===== config.mk =====
export PLATFORM = sky130hd
export DESIGN_NAME = sat_counter
export DESIGN_NICKNAME = d
export VERILOG_FILES = /design/src/rtl/sat_counter.sv
export SDC_FILE = /design/constraint.sdc
export NUM_CORES = 1
export LEC_CHECK = 0
export CAP_MARGIN = 20
export CORE_AREA = 2 2 39 41
export CTS_CLUSTER_SIZE = 40
export DETAILED_ROUTE_END_ITERATION = 7
export DIE_AREA = 0 0 41 43
export DONT_BUFFER_PORTS = 1
export PLACE_DENSITY_LB_ADDON = 0.05
export RECOVER_POWER = 25
export SYNTH_ARGS = -nofsm -noshare
export SYNTH_HDL_FRONTEND = slang
export SYNTH_SLANG_ARGS = --single-unit

===== constraint.sdc =====
create_clock -name clk -period 1.4 [get_ports clk]
set_input_delay 0.14 -clock clk [delete_from_list [all_inputs] [get_ports clk]]
set_output_delay 0.14 -clock clk [all_outputs]
set_load 0.02 [all_outputs]

===== src/rtl/sat_counter.sv =====
// Up counter that sticks at all-ones instead of wrapping.
module sat_counter #(
   parameter int W = 8
) (
   input  logic         clk,
   input  logic         reset,
   input  logic         inc,
   output logic [W-1:0] q
);

   always_ff @(posedge clk) begin
      if (reset) begin
         q <= '0;
      end else if (inc && (q != {W{1'b1}})) begin
         q <= q + 1'b1;
      end
   end

endmodule


After elaboration in Yosys (flattened, before gate mapping)
Index checks and enable logic that the tools add are counted.
{"block": "word_totals", "register_bits": 8, "output_inout_bits": 8, "elab_cells": 4, "in_bits": 3}
{"block": "classes", "reduce_logical": 1, "n_eq_ne": 1, "add_sub_neg": 1}
{"operator": "adder 8 x 1 -> 8 bit (second input constant)", "count": 1}
{"operator": "inequality test 8 bit (second input constant)", "count": 1}
{"operator": "logical AND 1 bit", "count": 1}

Depth between registers and ports, before layout
{"block": "logic_depth", "word_depth": 2, "ltp_mapped": 4, "mapped_depth_nobuf": 4}

Worst setup path before layout
OpenSTA, ideal clock, no wires.
{"block": "synth_path", "kind": "flip-flop to flip-flop", "startpoint": "reg q[0]", "endpoint": "reg q[0]", "setup_ns": 0.121, "t_arrival_ns": 1.326, "path_stages_with_launch": 5, "slack_ns": -0.047, "required_time_ns": 1.279, "period_less_slack_ns": 1.447, "path_buffers": 0, "path_cell_list": "dfxtp_1 > ha_1 > and3_4 > a21boi_4 > mux2_4"}
{"block": "synth_via", "elab_chain_cells": 2, "elab_cells_between_ends": 3, "cone_classes": "add/sub (1); eq/ne (1); reduce/logical (1)"}
{"element": "start, declared", "line": "8", "rtl": "output logic [W-1:0] q"}
{"element": "start signal, assigned", "line": "15", "rtl": "q <= q + 1'b1;"}
{"element": "branches (longest 2 deep; another with adder 8 x 1 -> 8 bit)"}
Several ways; the timed one is not identified.
A chain may end at the register's enable or synchronous reset.

Worst setup path in the final report
Same ends and word-level chain as after synthesis.

==> results.toml <==
[power_and_ir_drop]
fin_total_pwr_uw = 471
leakagePower_uw = 0.000212
peakVddDrop_v = 0.000457
power-per-cell-area_nw_per_um2 = 870

[hold_path]
hp-class = "in -> reg"

[floorplan]
die_area_sq_um = 1760
design.portCount = 11
core_region_area_sq_um = 1380
die_width_um = 41
row_count = 14
initial_utilization = 0.311
die_h_um = 43

[clocking]
post_cts_resized = 0
post_cts.repair.setup_buffers = 0
clock_root_buffer_master = "clkbuf_4"
clkTransAtPathRegs_ps = 60
htree_num_levels = 1
clockBufferDepth = 2
clkLatencyLatePin_ps = 260
total_clock_buffers_created_by_cts = 3
clock_sink_total = 8
tritoncts = "yes"

[route]
num_vias = 411
wl_um = 1130
first_pass_iters = 4
remaining_drc_errors = 0
detail_route.vias_per_cell = 5.55
dr.first_iter.drc_count = 8
detail-route-antenna-nets = 0
routed_wire_length_per_instance_um = 15.3

[timing]
max_freq_mhz = 774
final_min_period_over_clock_period = 0.923
finalMaxSlewViolations = 0
final.min_clock_period_ps = 1290
tns_ps = 0
final_hold_vio_count = 0
skew_ps = 8.91
finalSetupViolCount = 0
postLayoutSetupSlackWorst_ps = 108
slew_headroom = 0.748
rsz_0062_raised_after_global_routing = "no"
max_slew.worst_pin.slew_ps = 377

[synth]
yosysMostFrequentCell = "dfxtp_1"
largest_area_contributor_in_the_synthesized_netlist = "dfxtp_1"
top_cells_by_instance_count_after_synthesis = "8 x dfxtp_1, 5 x a21oi_1, 5 x nand2_1"
yosys-top-cells-area = "dfxtp_1 37%, a21oi_1 5.8%, a21boi_4 4.4%"
synth_warnings = 0
synthesis.nets = 50
synth.distinct_cells = 25
prevailing_post_synth_register_cell = "dfxtp_1"
synth.top_cell.area_share = 0.372
synth_enable_flop_cells = 0
synthesis.instances = 46
postSynthAreaPerCell_sq_um = 9.36
async_flop_share = 0
sequential_cell_area_fraction_in_the_yosys_report = 0.372
syn-cell-area_sq_um = 430
ys_seq_elements = 8

[placed_design]
pre_cts_ws_ps = 107
dp.final_hpwl_um = 865
dpl_cell_area_sq_um = 512
placement.io_buffers = 0
place_congestion = 0.715

[grt]
grt_pass1_vias = 390
global_route.overflow_total = 0
grt_pass1_wl_um = 1800
grt_start_max_net_pins = 8
gr-usage-all-layers = 0.159
grt_antenna_before_repair = 0

[critical_path]
crit_path_max_fanout = 3
critPathArrivalTime_ps = 1440
worstPathRequired_ps = 1550
setup.worst_path.start_class = "flip-flop"
cp-end-kind = "flip-flop"
crit_path_cell_trace = "ha_2, and3_4, a21boi_4, mux2_4"
worst-setup-path-type = "reg -> reg"
timing.critical_path.slowest_stage_cell = "dfxtp_2"
critical_path_s_largest_stage_delay_ps = 320

[finish]
largest-register = "q"
largest_register_ffs = 8
finish.net_count = 64
post-route-util = 0.391
final_cell_area_sq_um = 541
largestRegisters = "q x8"
insertedDiodeCount = 0
syn_to_final_growth_pct = 25.6
final_layout_size_suffix_gt1_frac = 0.328

[flow_run]
maxCapViolCount = 0

[outcome]
run_status = "completed"
## final timing paths
| kind | to | from | slack (ps) | cells past startpoint |
|---|---|---|---|---|
| hold / removal | q[3]$_SDFFE_PP0P_ | reset | 50 | 2 |
| setup reg to reg | q[0]$_SDFFE_PP0P_ | q[0]$_SDFFE_PP0P_ | 110 | 4 |
| setup / recovery | q[0]$_SDFFE_PP0P_ | q[0]$_SDFFE_PP0P_ | 110 | 4 |
| hold reg to reg | q[2]$_SDFFE_PP0P_ | q[2]$_SDFFE_PP0P_ | 560 | 2 |
## per-stage QoR
stage | instances | hold WS, ps
detailed placement | 70 | 218
global route | 74 | 59.9
CTS | 74 | 45.9
global placement | 70 | 216
floorplan | 46 | 212
finish | 74 | 51.6
## worst max-delay path: cells and delay by family (launching register included)
kind	cells	cell delay [ps]
mux	1	310
compound gates	1	180
fa+ha+maj	1	180
flops	1	320
simple gates	1	190
## cell families (layout without fill, tap and decap cells)
logic type,count (synthesis),count (layout),synth area share
and+or+nand+nor,18,18,0.247
DFF,8,8,0.372
muxes,2,2,0.0581
buffers and inverters,2,14,0.0349
adders and majority gates,1,1,0.0291
AOI/OAI and AO/OA,15,15,0.259
## cell usage in the layout (no fill, tap or decap), drive strengths merged
cell	instances
buf	8
dfxtp	8
a21oi	5
nand2	5
clkbuf	4
and4	2
nand4	2
nor3	2
o21bai	2
nand3	2
a211oi	2
a21boi	2
inv	1
and3	1
or3	1
o21ai	1
mux2i	1
and2b	1
nor2	1
mux2	1
nand2b	1
o311a	1
a31oi	1
a311oi	1
ha	1
dlygate4sd3	1
## layer usage
layer	share of wire	wire (um)	vias up	global-route usage
met3	0.084	95	2	0.0576
met5	0	0	-	0
li1	-	-	203	-
met1	0.41	467	191	0.194
met4	0.0035	4	0	0.100
met2	0.50	565	15	0.225
## timing repair
item	CTS	global route
setup endpoints to repair	0	0
hold buffers	1	0
endpoints found under the hold margin	3	0
## where the power goes
group / internal, uW / leakage [uW] / switching [uW]
combinational: 23.4 / 0.000132 / 25.6
sequential: 235 / 0.0000655 / 3.52
clock: 98.6 / 0.0000138 / 84.9
## cell type report
cell class / count / area (sq um)
Fill cell: 144 / 843
Multi-Input combinational cell: 36 / 258
Sequential cell: 8 / 163
Timing Repair Buffer: 10 / 73.8
Clock buffer: 3 / 22.5
Tap cell: 16 / 20.0
Inverter: 1 / 3.75
Note: power is estimated with default switching activity, not from simulation.
